**src/rtl/mc_pkg.sv**
```systemverilog
// Shared types and encodings for the multicycle RV64I control FSM.
// Holds the state enum, supported opcodes and ALU operation codes.
package mc_pkg;

    localparam int unsigned OPC_W = 7;
    localparam int unsigned ALU_W = 2;

    typedef enum logic [2:0] {
        ST_IDLE   = 3'd0,
        ST_FETCH  = 3'd1,
        ST_DECODE = 3'd2,
        ST_EXEC   = 3'd3,
        ST_MEM    = 3'd4,
        ST_WB     = 3'd5,
        ST_HALT   = 3'd6
    } state_t;

    localparam logic [OPC_W-1:0] OP_R      = 7'b0110011;
    localparam logic [OPC_W-1:0] OP_I      = 7'b0010011;
    localparam logic [OPC_W-1:0] OP_LOAD   = 7'b0000011;
    localparam logic [OPC_W-1:0] OP_STORE  = 7'b0100011;
    localparam logic [OPC_W-1:0] OP_BRANCH = 7'b1100011;

    localparam logic [ALU_W-1:0] ALU_ADD   = 2'b00;
    localparam logic [ALU_W-1:0] ALU_SUB   = 2'b01;
    localparam logic [ALU_W-1:0] ALU_FUNCT = 2'b10;

    function automatic logic opcode_legal(input logic [OPC_W-1:0] op);
        return (op == OP_R) || (op == OP_I) || (op == OP_LOAD) ||
               (op == OP_STORE) || (op == OP_BRANCH);
    endfunction

endpackage

```
**src/rtl/multicycle_controller_if.sv**
```systemverilog
// Single shared memory port handshake between controller and memory.
interface multicycle_controller_if;
    logic mem_req;
    logic mem_we;
    logic mem_ready;

    modport master (output mem_req, output mem_we, input mem_ready);
    modport slave  (input mem_req, input mem_we, output mem_ready);
endinterface

```
**src/rtl/mc_wait_timer.sv**
```systemverilog
// Counts consecutive unanswered memory-request cycles; flags the cycle that
// would reach the limit so the controller can abandon the request.
module mc_wait_timer #(
    parameter int unsigned TMR_W = 4
) (
    input  logic             clk,
    input  logic             reset,
    input  logic             clear,
    input  logic             inc,
    input  logic [TMR_W-1:0] limit,
    output logic             expired
);

    logic [TMR_W-1:0] count_q;

    always_ff @(posedge clk) begin
        if (reset || clear) begin
            count_q <= '0;
        end else if (inc) begin
            count_q <= count_q + TMR_W'(1);
        end
    end

    // Fires on the wait cycle whose increment would land on the limit.
    assign expired = inc && (count_q == (limit - TMR_W'(1)));

endmodule

```
**src/rtl/multicycle_controller.sv**
```systemverilog
// Control FSM for a multicycle RV64I datapath: sequences FETCH/DECODE/EXEC/MEM/WB,
// drives datapath strobes, owns the memory handshake, timeout fault and instret.
module multicycle_controller
    import mc_pkg::*;
#(
    parameter int unsigned MEM_TIMEOUT = 15,
    parameter int unsigned TMR_W       = 4,
    parameter int unsigned CNT_W       = 32
) (
    input  logic                  clk,
    input  logic                  reset,
    input  logic                  run,
    input  logic [OPC_W-1:0]      opcode,
    input  logic                  zero,
    multicycle_controller_if.master mem,
    output logic                  ir_write,
    output logic                  pc_write,
    output logic                  pc_src,
    output logic                  alu_src_b,
    output logic [ALU_W-1:0]      alu_op,
    output logic                  reg_write,
    output logic                  mem_to_reg,
    output logic                  busy,
    output logic                  fault,
    output logic [CNT_W-1:0]      instret
);

    localparam logic [TMR_W-1:0] TMR_LIMIT = TMR_W'(MEM_TIMEOUT);

    state_t             state_q;
    state_t             state_d;
    logic [OPC_W-1:0]   op_q;
    logic [CNT_W-1:0]   instret_q;
    logic               fault_q;
    logic               retire;
    logic               fault_set;
    logic               mem_req_c;
    logic               mem_we_c;
    logic               mem_wait;
    logic               tmr_expired;

    // Waiting is derived from state alone so the timer never loops through the decode.
    assign mem_wait = ((state_q == ST_FETCH) || (state_q == ST_MEM)) && !mem.mem_ready;

    mc_wait_timer #(
        .TMR_W (TMR_W)
    ) u_timer (
        .clk     (clk),
        .reset   (reset),
        .clear   (!mem_wait),
        .inc     (mem_wait),
        .limit   (TMR_LIMIT),
        .expired (tmr_expired)
    );

    always_ff @(posedge clk) begin
        if (reset) begin
            state_q <= ST_IDLE;
        end else begin
            state_q <= state_d;
        end
    end

    always_ff @(posedge clk) begin
        if (reset) begin
            op_q      <= '0;
            instret_q <= '0;
            fault_q   <= 1'b0;
        end else begin
            if (state_q == ST_DECODE) begin
                op_q <= opcode;
            end
            if (retire) begin
                instret_q <= instret_q + CNT_W'(1);
            end
            if (fault_set) begin
                fault_q <= 1'b1;
            end
        end
    end

    always_comb begin
        state_d    = state_q;
        mem_req_c  = 1'b0;
        mem_we_c   = 1'b0;
        ir_write   = 1'b0;
        pc_write   = 1'b0;
        pc_src     = 1'b0;
        alu_src_b  = 1'b0;
        alu_op     = ALU_ADD;
        reg_write  = 1'b0;
        mem_to_reg = 1'b0;
        retire     = 1'b0;
        fault_set  = 1'b0;

        unique case (state_q)
            ST_IDLE: begin
                if (run) begin
                    state_d = ST_FETCH;
                end
            end
            ST_FETCH: begin
                mem_req_c = 1'b1;
                if (mem.mem_ready) begin
                    ir_write = 1'b1;
                    pc_write = 1'b1;
                    state_d  = ST_DECODE;
                end else if (tmr_expired) begin
                    fault_set = 1'b1;
                    state_d   = ST_HALT;
                end
            end
            ST_DECODE: begin
                if (opcode_legal(opcode)) begin
                    state_d = ST_EXEC;
                end else begin
                    fault_set = 1'b1;
                    state_d   = ST_HALT;
                end
            end
            ST_EXEC: begin
                unique case (op_q)
                    OP_R: begin
                        alu_op  = ALU_FUNCT;
                        state_d = ST_WB;
                    end
                    OP_I: begin
                        alu_op    = ALU_FUNCT;
                        alu_src_b = 1'b1;
                        state_d   = ST_WB;
                    end
                    OP_LOAD, OP_STORE: begin
                        alu_op    = ALU_ADD;
                        alu_src_b = 1'b1;
                        state_d   = ST_MEM;
                    end
                    OP_BRANCH: begin
                        alu_op   = ALU_SUB;
                        pc_write = zero;
                        pc_src   = zero;
                        retire   = 1'b1;
                        state_d  = ST_FETCH;
                    end
                    default: begin
                        fault_set = 1'b1;
                        state_d   = ST_HALT;
                    end
                endcase
            end
            ST_MEM: begin
                mem_req_c = 1'b1;
                mem_we_c  = (op_q == OP_STORE);
                if (mem.mem_ready) begin
                    if (op_q == OP_STORE) begin
                        retire  = 1'b1;
                        state_d = ST_FETCH;
                    end else begin
                        state_d = ST_WB;
                    end
                end else if (tmr_expired) begin
                    fault_set = 1'b1;
                    state_d   = ST_HALT;
                end
            end
            ST_WB: begin
                reg_write  = 1'b1;
                mem_to_reg = (op_q == OP_LOAD);
                retire     = 1'b1;
                state_d    = ST_FETCH;
            end
            ST_HALT: begin
                state_d = ST_HALT;
            end
            default: begin
                state_d = ST_HALT;
            end
        endcase
    end

    assign mem.mem_req = mem_req_c;
    assign mem.mem_we  = mem_we_c;
    assign busy        = (state_q != ST_IDLE) && (state_q != ST_HALT);
    assign fault       = fault_q;
    assign instret     = instret_q;

endmodule

```
**src/flat_wrapper.sv**
```systemverilog
// flat-port wrapper written by rule: the top's interface ports become plain ports
module multicycle_controller_flat import mc_pkg::*;
#(
    parameter int unsigned MEM_TIMEOUT = 15,
    parameter int unsigned TMR_W       = 4,
    parameter int unsigned CNT_W       = 32
)
  (clk, reset, run, opcode, zero, ir_write, pc_write, pc_src, alu_src_b, alu_op, reg_write, mem_to_reg, busy, fault, instret, mem_mem_req, mem_mem_we, mem_mem_ready);
  multicycle_controller_if mem_i ();
  input  logic clk;
  input  logic reset;
  input  logic run;
  input  logic [OPC_W-1:0] opcode;
  input  logic zero;
  output logic ir_write;
  output logic pc_write;
  output logic pc_src;
  output logic alu_src_b;
  output logic [ALU_W-1:0] alu_op;
  output logic reg_write;
  output logic mem_to_reg;
  output logic busy;
  output logic fault;
  output logic [CNT_W-1:0] instret;
  output wire logic [$bits(mem_i.mem_req)-1:0] mem_mem_req;
  output wire logic [$bits(mem_i.mem_we)-1:0] mem_mem_we;
  input wire logic [$bits(mem_i.mem_ready)-1:0] mem_mem_ready;
  assign mem_mem_req = mem_i.mem_req;
  assign mem_mem_we = mem_i.mem_we;
  assign mem_i.mem_ready = mem_mem_ready;
  multicycle_controller #(.MEM_TIMEOUT(MEM_TIMEOUT), .TMR_W(TMR_W), .CNT_W(CNT_W)) u_core (.clk(clk), .reset(reset), .run(run), .opcode(opcode), .zero(zero), .mem(mem_i), .ir_write(ir_write), .pc_write(pc_write), .pc_src(pc_src), .alu_src_b(alu_src_b), .alu_op(alu_op), .reg_write(reg_write), .mem_to_reg(mem_to_reg), .busy(busy), .fault(fault), .instret(instret));
endmodule
```
**config.mk**
```make
export PLATFORM = sky130hd
export DESIGN_NAME = multicycle_controller_flat
export DESIGN_NICKNAME = d
export VERILOG_FILES = /design/src/rtl/mc_pkg.sv /design/src/rtl/multicycle_controller_if.sv /design/src/rtl/mc_wait_timer.sv /design/src/rtl/multicycle_controller.sv /design/src/flat_wrapper.sv
export SDC_FILE = /design/constraint.sdc
export NUM_CORES = 1
export LEC_CHECK = 0
export CORE_MARGIN = 1.5
export CORE_UTILIZATION = 45
export DETAILED_ROUTE_END_ITERATION = 8
export HOLD_SLACK_MARGIN = 0.05
export PLACE_DENSITY = 0.76
export SYNTH_ARGS = -nofsm -noshare
export SYNTH_HDL_FRONTEND = slang
export SYNTH_SLANG_ARGS = --single-unit
```
**constraint.sdc**
```tcl
create_clock -name clk -period 1.7 [get_ports clk]
set_input_delay 0.34 -clock clk [delete_from_list [all_inputs] [get_ports clk]]
set_output_delay 0.34 -clock clk [all_outputs]
set_load 0.005 [all_outputs]
```
# Word-level counts from Yosys, hierarchy flattened
# Cells that the tools add are included.
[word_totals]
reg_bits = 47
inputBits = 12
elab_cells = 73
[op_classes]
add_sub_neg = 2
n_eq_ne = 18
muxes = 30
reduce_logical = 18
[op_table]
columns = ["cell", "count"]
rows = [
  ["$add A32 B1 Y32 const B", 1],
  ["$eq A7 B6 Y1 const B", 4],
  ["$mux W3", 6],
  ["$pmux W3 S6", 1],
  ["$mux W1", 17],
  ["$eq A7 B2 Y1 const B", 2],
  ["$eq A7 B5 Y1 const B", 2],
  ["$eq A7 B7 Y1 const B", 2],
  ["$pmux W3 S3", 1],
  ["$eq A3 B2 Y1 const B", 2],
  ["$eq A3 B3 Y1 const B", 2],
  ["$logic_or A1 B1 Y1", 6],
  ["$pmux W1 S3", 2],
  ["$reduce_or A2 Y1", 3],
  ["$reduce_or A5 Y1", 1],
  ["$add A4 B1 Y4 const B", 1],
  ["$eq A4 B4 Y1 const B", 1],
  ["$pmux W2 S2", 1],
  ["$eq A3 B1 Y1 const B", 1],
  ["$logic_and A1 B1 Y1", 3],
  ["$logic_not A3 Y1", 1],
  ["$ne A3 B3 Y1 const B", 1],
  ["$reduce_bool A3 Y1", 1],
  ["$reduce_or A3 Y1", 1],
  ["other kinds (4)", 5],
]

# Longest topological paths before layout
[depth]
depth_word = 7
ltp_mapped = 8

# Cells and area by module
# From an unflattened synthesis, not the netlist that was laid out.
[hier_totals]
cells_unflattened = 311
hier_area_um2 = 2591.2
[modules_own_cells]
columns = ["module", "instances", "cells_per_inst", "area_each_um2", "seq_area_each_um2"]
rows = [
  ["multicycle_controller", 1, 285, 2328.5, 860.8],
  ["mc_wait_timer", 1, 26, 262.8, 80.1],
]

# Worst setup path after synthesis
# OpenSTA, ideal clock, no wires.
[synth_path]
kind = "reg2reg"
from = "register u_core.op_q[3]"
to = "register u_core.instret_q[31], in the netlist u_core.instret[31]"
setup_time_ps = 121
arrival_time_ps = 1782
required_time_ps = 1579
slack_ps = -203
path_stages_with_launch = 6
n_path_buf = 0
synth_period_minus_slack_ps = 1903
path_cell_list = "dfxtp_1 > nand4bb_4 > o41ai_4 > a22oi_1 > nor4_1 > mux2_2"
[synth_via]
elab_chain_len = 4
elab_cells_between_ends = 6
cone_classes = "eq/ne (2); mux (4)"
[synth_lines]
columns = ["item", "line", "text"]
rows = [
  ["start: declaration", "multicycle_controller.sv:32", "logic [OPC_W-1:0] op_q;"],
  ["start signal: assignment", "multicycle_controller.sv:71", "op_q <= opcode;"],
  ["$eq A7 B6 Y1", "multicycle_controller.sv:154", "if (op_q == OP_STORE) begin"],
  ["$mux W1", "multicycle_controller.sv:154", ""],
  ["$mux W1", "multicycle_controller.sv:153", "if (mem.mem_ready) begin"],
  ["$pmux W1 S3 (*)", "multicycle_controller.sv:96", "unique case (state_q)"],
  ["end signal: assignment", "multicycle_controller.sv:74", "instret_q <= instret_q + CNT_W'(1);"],
  ["end: declaration", "multicycle_controller.sv:33", "logic [CNT_W-1:0] instret_q;"],
]
# Mark *: on every way between the ends. The rest lies on a longest branch, timed or not.
# A chain may end at the register's enable or synchronous reset.

# Worst setup path after layout
[layout_path]
from = "register u_core.op_q[2]"
to = "register u_core.instret_q[17], in the netlist u_core.instret[17]"
# The elaborated chain is that of the path after synthesis.

==> flow_summary.toml <==
[synthesis]
postSynthRegisterBits = 47
synth_seq_area_share_pct = 38.2
synthFlopType = "sky130_fd_sc_hd__dfxtp_1"
xor_xnor_portion_of_the_synthesized_cell_area_pct = 1.78
synth_nets = 308
post_synth_fa_ha_maj_area_fraction_pct = 1.53
fraction_of_the_mapped_netlist_area_in_simple_logic_gates_pct = 29.9
synthesis_warnings = 0
postSynth.asyncResetShare_pct = 0
synth_area_per_cell_um2 = 8.40
synth_top_family_by_area = "simple AND/OR/NAND/NOR gates"
ys_types = 46
netlist_instances = 293
post_synth_mux_area_share_pct = 3.71
post_synth_instance_area_um2 = 2460
synth_edf_count = 0
synth-compound-area-share_pct = 20.2

[layout]
n_antenna_cell = 0
final_core_util_pct = 83.1
area_growth_pct = 75.8
layout_cells_sized_above_1_pct = 40.9
final_cell_count_no_fill = 510
layout.nets = 454
fillerInstances = 301

[run_status]
status = "finished, violations left"
violations_in_the_final_reports = "setup timing"

[worst_setup_path]
critical_path.startpoint_type = "register"
worstRegToRegCells = 9
critical_path_type = "reg -> reg"
worst-r2r-setup-slack_ps = -460
critical_r2r_launch = "u_core.op_q[2]"
worst-endpoint-required_ps = 1940
critPathMaxFanout = 8
critPathArrivalTime_ps = 2400
critical_path.reg2reg.endpoint = "u_core.instret[17]"
worstSetupEndpointType = "register"

[global_route]
global_route_wire_length_before_repair_mm = 13.0
global_route.usage.met3_pct = 4.29
gr-usage-all-layers_pct = 27.3
grt_pass1_vias = 2780
gr-total-overflow = 0
global_route.usage.met2_pct = 48.8
antenna_found_initial = 0
grt_start_max_net_pins = 16
gr-max-usage-layer = "met2"
grt.met1_usage_pct = 32.7

[sta]
final.setup.tns_ps = -14250
finalWorstSetupSlack_ps = -459
unrepaired_setup_endpoints_after_global_routing = "true"
final_period_minus_worst_setup_slack_ps = 2160
finalCritPeriodShare_pct = 127
setup_viol = 41
max_freq_mhz = 463
final_hold_viol_count = 0
slew-limit-headroom_pct = 64.1
fin_worst_skew_ps = 4.72
tightestPinTransition_ps = 532
slew_violations = 0

[detailed_routing]
ant_nets = 0
drt_iter0_drc = 175
post_drt_via_cell_ratio = 5.73
vias = 2922
routedWlPerCell_um = 16.8
drt-total-wl_mm = 8.58
first_pass_iters = 4
drt_drc_violations_left = 0

[clocking]
post_cts_hold_buffer_count = 0
tritoncts = "built"
root_buffer = "sky130_fd_sc_hd__clkbuf_8"
number_of_cts_inserted_buffers = 5
number_of_levels_the_h_tree_was_split_into = 2
cts.sinks = 47
path_clk_slew_ps = 90
cts_buffer_depth = 2
insertion_delay_ps = 310

[placed_design]
globalplace.congestion = 0.867
detailed_place_hpwl_mm = 5.05
placed_cells_incl_taps = 478
io_buffers = 55

[power]
power-per-cell-area_nw_per_um2 = 538
worst_vdd_ir_uv = 487
static-leakage-power_uw = 0.00163
post-layout-total-power_uw = 2330

[hold_path]
path_category_of_the_worst_min_delay_check = "reg -> reg"
worstHoldStart = "u_core.u_timer.count_q[0]"
min_delay_worst_endpoint = "u_core.u_timer.count_q[0]"
hold_path_depth = 1

[floorplan]
die_x_um = 77.0
rows = 26
dieArea_um2 = 5920
io_pins = 56
placeableCoreArea_um2 = 5200
initial_utilization_pct = 47.3
die_height_um = 77.0

[job]
drv.max_cap_violation_count = 0
cell type report:
| cell class | count | area (µm²) | share of cell area, % |
|---|---|---|---|
| clock buffers | 6 | 82.6 | 1.91 |
| clock inverters | 2 | 35.0 | 0.810 |
| inverters | 11 | 41.3 | 0.954 |
| well taps | 70 | 87.6 | 2.02 |
| repair buffers | 155 | 1370 | 31.7 |
| multi-input cells | 219 | 1760 | 40.6 |
| flip-flops and latches | 47 | 951 | 22.0 |
repair_timing:
action	4_1_cts	5_1_grt
setup buffers	20	5
gates resized for setup	62	51
gates cloned	1	0
setup endpoints to repair	45	44
pin swaps	25	20
where the power goes:
| part | switching [µW] | total, µW | leakage (µW) | internal (µW) |
|---|---|---|---|---|
| sequential | 17.9 | 1130 | 0.000382 | 1120 |
| clock | 392 | 868 | 0.0000612 | 476 |
| combinational | 153 | 326 | 0.00119 | 173 |
Yosys cell counts, types with 2 or more instances:
| master | instances | share of area [%] |
|---|---|---|
| sky130_fd_sc_hd__a21oi_1 | 32 | 6.5 |
| sky130_fd_sc_hd__and2_1 | 6 | 1.5 |
| sky130_fd_sc_hd__and3_1 | 3 | 0.76 |
| sky130_fd_sc_hd__and4_1 | 2 | 0.71 |
| sky130_fd_sc_hd__buf_1 | 2 | 0.31 |
| sky130_fd_sc_hd__buf_2 | 3 | 0.61 |
| sky130_fd_sc_hd__clkbuf_1 | 11 | 1.7 |
| sky130_fd_sc_hd__dfxtp_1 | 47 | 38 |
| sky130_fd_sc_hd__ha_1 | 3 | 1.5 |
| sky130_fd_sc_hd__inv_1 | 11 | 1.7 |
| sky130_fd_sc_hd__mux2i_1 | 8 | 3.3 |
| sky130_fd_sc_hd__nand2_1 | 14 | 2.1 |
| sky130_fd_sc_hd__nand2b_1 | 4 | 1.0 |
| sky130_fd_sc_hd__nand3_1 | 16 | 3.3 |
| sky130_fd_sc_hd__nand4_1 | 7 | 1.8 |
| sky130_fd_sc_hd__nor2_1 | 24 | 3.7 |
| sky130_fd_sc_hd__nor2b_1 | 2 | 0.51 |
| sky130_fd_sc_hd__nor3_1 | 4 | 0.81 |
| sky130_fd_sc_hd__nor3b_1 | 2 | 0.61 |
| sky130_fd_sc_hd__nor4_1 | 6 | 1.5 |
| sky130_fd_sc_hd__o211ai_1 | 2 | 0.61 |
| sky130_fd_sc_hd__o21a_1 | 3 | 0.92 |
| sky130_fd_sc_hd__o21ai_0 | 10 | 2.0 |
| sky130_fd_sc_hd__o31a_1 | 3 | 1.1 |
| sky130_fd_sc_hd__o31ai_1 | 18 | 5.5 |
| sky130_fd_sc_hd__or2_2 | 3 | 0.76 |
| sky130_fd_sc_hd__or3_1 | 9 | 2.3 |
| sky130_fd_sc_hd__or4_1 | 17 | 5.2 |
| sky130_fd_sc_hd__xnor2_1 | 3 | 1.1 |
| sky130_fd_sc_hd__xor2_1 | 2 | 0.71 |
cell usage in the layout (no fill, tap or decap), drive strengths merged, types with 10 or more instances in the layout:
cell / instances
clkdlybuf4s50: 43
nand3: 16
nor2: 24
o21ai: 10
o31ai: 18
a21oi: 32
inv: 11
dfxtp: 47
buf: 105
or4: 17
nand2: 14
logic make-up (layout without fill, tap and decap cells):
group	Yosys count	after routing
xor gates and xnor gates	5	5
and+or+nand+nor	125	125
adders and majority gates	3	3
muxes	9	9
DFF	47	47
buffers and inverters	28	174
AOI/OAI and AO/OA	76	77
sequential cells by signal, indices dropped and copies added, names as in the netlist:
name                    flops
u_core.instret             32
u_core.op_q                 7
u_core.u_timer.count_q      4
u_core.state_q              3
u_core.fault                1
per-stage QoR:
stage | cell area (µm²) | hold slack (ps) | worst slack (ps)
floorplan | 2530 | 430 | -115
global placement | 3680 | 444 | -645
detailed placement | 3680 | 470 | -726
CTS | 4060 | 489 | -458
global route | 4330 | 507 | -565
finish | 4330 | 484 | -459
critical path: stages, from the launching register on:
cell and delay, ps:
sky130_fd_sc_hd__dfxtp_2 330, sky130_fd_sc_hd__nand4bb_4 230, sky130_fd_sc_hd__buf_6 140, sky130_fd_sc_hd__buf_6 120, sky130_fd_sc_hd__o41ai_4 230, sky130_fd_sc_hd__buf_4 200
sky130_fd_sc_hd__a22oi_2 100, sky130_fd_sc_hd__buf_12 160, sky130_fd_sc_hd__or4_4 420, sky130_fd_sc_hd__a21oi_2 170
worst max-delay path by stage:
stage / start / endpoint / slack (ps) / cells after the start
floorplan: u_core.op_q[2] / u_core.instret[18] / -120 / 6
global placement: mem_mem_ready / u_core.instret[28] / -650 / 7
detailed placement: mem_mem_ready / u_core.instret[26] / -730 / 7
CTS: u_core.op_q[2] / u_core.instret[13] / -460 / 9
global route: u_core.op_q[2] / u_core.instret[27] / -570 / 9
finish: u_core.op_q[2] / u_core.instret[17] / -460 / 9
per-layer routing:
| layer | vias up | share of wire [%] | wire length, µm |
|---|---|---|---|
| li1 | 1389 | - | - |
| met1 | 1400 | 40 | 3420 |
| met2 | 109 | 52 | 4490 |
| met3 | 24 | 5.2 | 445 |
| met4 | 0 | 2.6 | 221 |
| met5 | - | 0 | 0 |
(Power assumes the default switching activity.)
==> patch 1, RTL diff (same flow settings) <==
Reset style: asynchronous (`reset`), changed in 2 clocked blocks.
--- a/src/rtl/multicycle_controller.sv
+++ b/src/rtl/multicycle_controller.sv
@@ -53,7 +53,7 @@
         .expired (tmr_expired)
     );
 
-    always_ff @(posedge clk) begin
+    always_ff @(posedge clk or posedge reset) begin
         if (reset) begin
             state_q <= ST_IDLE;
         end else begin
@@ -61,7 +61,7 @@
         end
     end
 
-    always_ff @(posedge clk) begin
+    always_ff @(posedge clk or posedge reset) begin
         if (reset) begin
             op_q      <= '0;
             instret_q <= '0;
Check against the original RTL: differs if reset is asserted again (counterexample within 4 cycles, from zero or initial values and one cycle with reset high); with reset held inactive, the same outputs for 10 cycles.
==> patch 1 against the unedited design <==
  * The run still ends with negative setup slack left
  * Worst setup slack better by 0.15 ns
  * Synthesized area down 1.1%
  * Sequential share of layout area up 5.9 points
  * Global-route usage down 2.5 points
  * Routed wire length down 11%
  * Design area down 4.1%
  * Highest routed layer unchanged
  * Sequential cell count unchanged
  * Largest cell class unchanged
  * Register-to-register slack better by 0.18 ns
  * Core utilization down 2.9 points
Power is not compared: it rests on default switching activity, and its combinational part moved more than twofold at a synthesized area within 25%.
==> patch 1: results (changes against the unedited design) <==
[clock_network]
cts_resized=102  ; +65%

[synthesis]
yosys.area_share.adder_pct=1.542  ; +0.017 points
ys_types=49  ; +6.5%
synth_nets=242  ; -21%
synth_xor_area_share_pct=11.88  ; +10 points
synthTopCellsByArea=dfrtp_1 44%, xnor2_1 6.1%, xor2_1 5.8%, dfxtp_1 3.3%, nand2_1 3.2%

[sta]
fin_ws_ns=-0.3065  ; +0.1521 ns
setup_violations=41  ; unchanged
maxSlewHeadroom_pct=66.50  ; +2.4 points

[routing]
wl_met1_mm=3.149  ; -7.9%
wl_met3_um=356  ; -20%
wl_met2_mm=3.996  ; -11%

[placement]
gp_congestion=0.8970  ; +3.4%
place_ws_ns=-0.3759  ; +0.3500 ns

[layout]
multi_input_area_um2=1630  ; -7.3%
multi_input_cells=171  ; -22%
drive_above_1_share_pct=43.30  ; +2.4 points
clock_area_share_pct=2.563  ; -0.16 points
final_nets=372  ; -18%
clockBufferCount=7  ; +1

[status]
violations=negative setup slack
status=complete, but fails checks

[min_path]
min_path_type=input port to asynchronous set/reset pin

[critical_path]
arrival_ns=1.67  ; -0.73 ns
reg2regPathDepth=10  ; +1

[global_route]
grt_max_degree=26  ; +10

[power]
total_power_mw=4.321

-- patch 1: cell types whose count changed after synthesis, moves of 8 or more --
cell,unedited run,this run
dfxtp_1,47,4
a21oi_1,32,3
xor2_1,2,16
mux2i_1,8,0
dfrtp_1,0,43
o31ai_1,18,0
xnor2_1,3,17
or4_1,17,0
-- patch 1: worst paths after layout --
kind / start / to / slack [ns]
setup / recovery: u_core.state_q[2] / pc_write / -0.31
hold / removal: reset / u_core.instret[12] / 0.42
setup reg to reg: u_core.state_q[2] / u_core.instret[6] / -0.28
hold reg to reg: u_core.u_timer.count_q[0] / u_core.u_timer.count_q[0] / 0.44
max in group asynchronous: reset / u_core.instret[22] / 0.98
min in group clk: u_core.u_timer.count_q[0] / u_core.u_timer.count_q[0] / 0.44
-- patch 1: through the flow --
stage | cells | utilization (%) | instance area (um^2)
floorplan | 227 | - | 2434
global placement | 391 | 65.34 | 3379
detailed placement | 391 | 65.34 | 3379
CTS | 417 | 75.23 | 3891
global route | 428 | 80.24 | 4150
finish | 428 | 80.24 | 4150
==> patch 2, RTL diff (same settings) <==
Made on the original files. `TMR_W` is set to 4 in 3 places; all go to 5.
--- a/src/rtl/mc_wait_timer.sv
+++ b/src/rtl/mc_wait_timer.sv
@@ -1,7 +1,7 @@
 // Counts consecutive unanswered memory-request cycles; flags the cycle that
 // would reach the limit so the controller can abandon the request.
 module mc_wait_timer #(
-    parameter int unsigned TMR_W = 4
+    parameter int unsigned TMR_W = 5
 ) (
     input  logic             clk,
     input  logic             reset,
--- a/src/rtl/multicycle_controller.sv
+++ b/src/rtl/multicycle_controller.sv
@@ -4,7 +4,7 @@
     import mc_pkg::*;
 #(
     parameter int unsigned MEM_TIMEOUT = 15,
-    parameter int unsigned TMR_W       = 4,
+    parameter int unsigned TMR_W       = 5,
     parameter int unsigned CNT_W       = 32
 ) (
     input  logic                  clk,
--- a/src/flat_wrapper.sv
+++ b/src/flat_wrapper.sv
@@ -2,7 +2,7 @@
 module multicycle_controller_flat import mc_pkg::*;
 #(
     parameter int unsigned MEM_TIMEOUT = 15,
-    parameter int unsigned TMR_W       = 4,
+    parameter int unsigned TMR_W       = 5,
     parameter int unsigned CNT_W       = 32
 )
   (clk, reset, run, opcode, zero, ir_write, pc_write, pc_src, alu_src_b, alu_op, reg_write, mem_to_reg, busy, fault, instret, mem_mem_req, mem_mem_we, mem_mem_ready);
Function: same outputs for any inputs over 10 cycles, from zero or initial values and one cycle with reset high; that may be too few to reach the edited logic, so the function may still have changed.
==> patch 2 against the unedited design <==
  * The run still ends with negative setup slack left
  * Design area is 2.6% lower
  * Synthesized area is 1.7% lower
  * Sequential share of layout area is 1.3 points higher
  * Cell count is 1.8% lower
  * Worst setup slack worse by 0.0084 ns
  * Routed wire length is 7.7% higher
  * Sequential cell count is 1 higher
  * Critical path depth stayed put
  * Largest cell class unchanged
  * Highest routed layer unchanged
Power is not compared: it rests on default switching activity, and its combinational part moved more than twofold at a synthesized area within 25%.
==> patch 2: results (changes against the unedited design) <==
[synthesis]
yosys.area_share.adder_pct=1.552  ; +0.027 points
ys_top_cells_by_count=48 x dfxtp_1, 28 x nor2_1, 24 x a21oi_1
synth_compound_area_share_pct=18.83  ; -1.4 points
synth_nets=295  ; -4.2%
yosysSeqAreaShare_pct=39.73  ; +1.5 points
synthTopCellsByArea=dfxtp_1 40%, a21oi_1 5.0%, nor2_1 4.3%, or3_1 4.1%, xor2_1 4.0%

[routing]
first_pass_iters=5  ; +1
wl_met3_um=438  ; -1.6%

[layout]
instances_no_fill=501  ; -1.8%
drive_above_1_share_pct=40.60  ; -0.31 points

[sta]
fin_skew_ns=0.01269  ; +0.007977 ns
holdWs_ns=0.4696  ; -0.01415 ns
maxSlewHeadroom_pct=65.02  ; +0.89 points
setup_violations=47  ; +15%
fin_ws_ns=-0.4669  ; -0.008374 ns
tns_ns=-13.54  ; +0.7150 ns

[status]
violations=negative setup slack
status=complete, but fails checks

[global_route]
grt_pass1_wl_mm=13.47  ; +3.3%
track_usage_pct=28.89  ; +1.6 points
grt_max_degree=40  ; +24
first_global_vias=2856  ; +2.7%

[placement]
gp_congestion=0.8366  ; -3.6%
place_inst=468  ; -2.1%
place_ws_ns=-0.6966  ; +0.02927 ns

[critical_path]
cp_top_family=buffers and inverters
r2r_start=u_core.op_q[1]

[clock_network]
cts_setup_buffers=22  ; +10%
cts_resized=89  ; +44%

-- patch 2: changes by cell type after synthesis, moves of 4 or more --
| cell | delta |
|---|---|
| a21oi_1 | -8 |
| nand3_1 | -12 |
| nor2_1 | +4 |
| o211ai_1 | +8 |
| o21ai_0 | +6 |
| o31ai_1 | -13 |
| or3_1 | +7 |
| or4_1 | -13 |
| xor2_1 | +9 |
-- patch 2: cell families after synthesis --
| logic type | Yosys count |
|---|---|
| AOI/OAI and AO/OA | 71 |
| xor gates and xnor gates | 17 |
| adders and majority gates | 3 |
| buffers and inverters | 24 |
| DFF | 48 |
| muxes | 7 |
| and+or+nand+nor | 110 |
-- patch 2: layout make-up --
type,instances,area share [%]
clock inverter,2,0.3267
inverter,12,1.069
tap,70,2.079
sequential,48,23.26
clock buffer,6,1.960
timing repair buffer,155,32.17
multi-input combinational,208,39.14
-- patch 2: power breakdown --
part           internal (mW)  switching (mW)
Combinational          0.564           0.482
Sequential              1.19          0.0875
Clock                  0.331           0.412
Total                   2.09           0.982
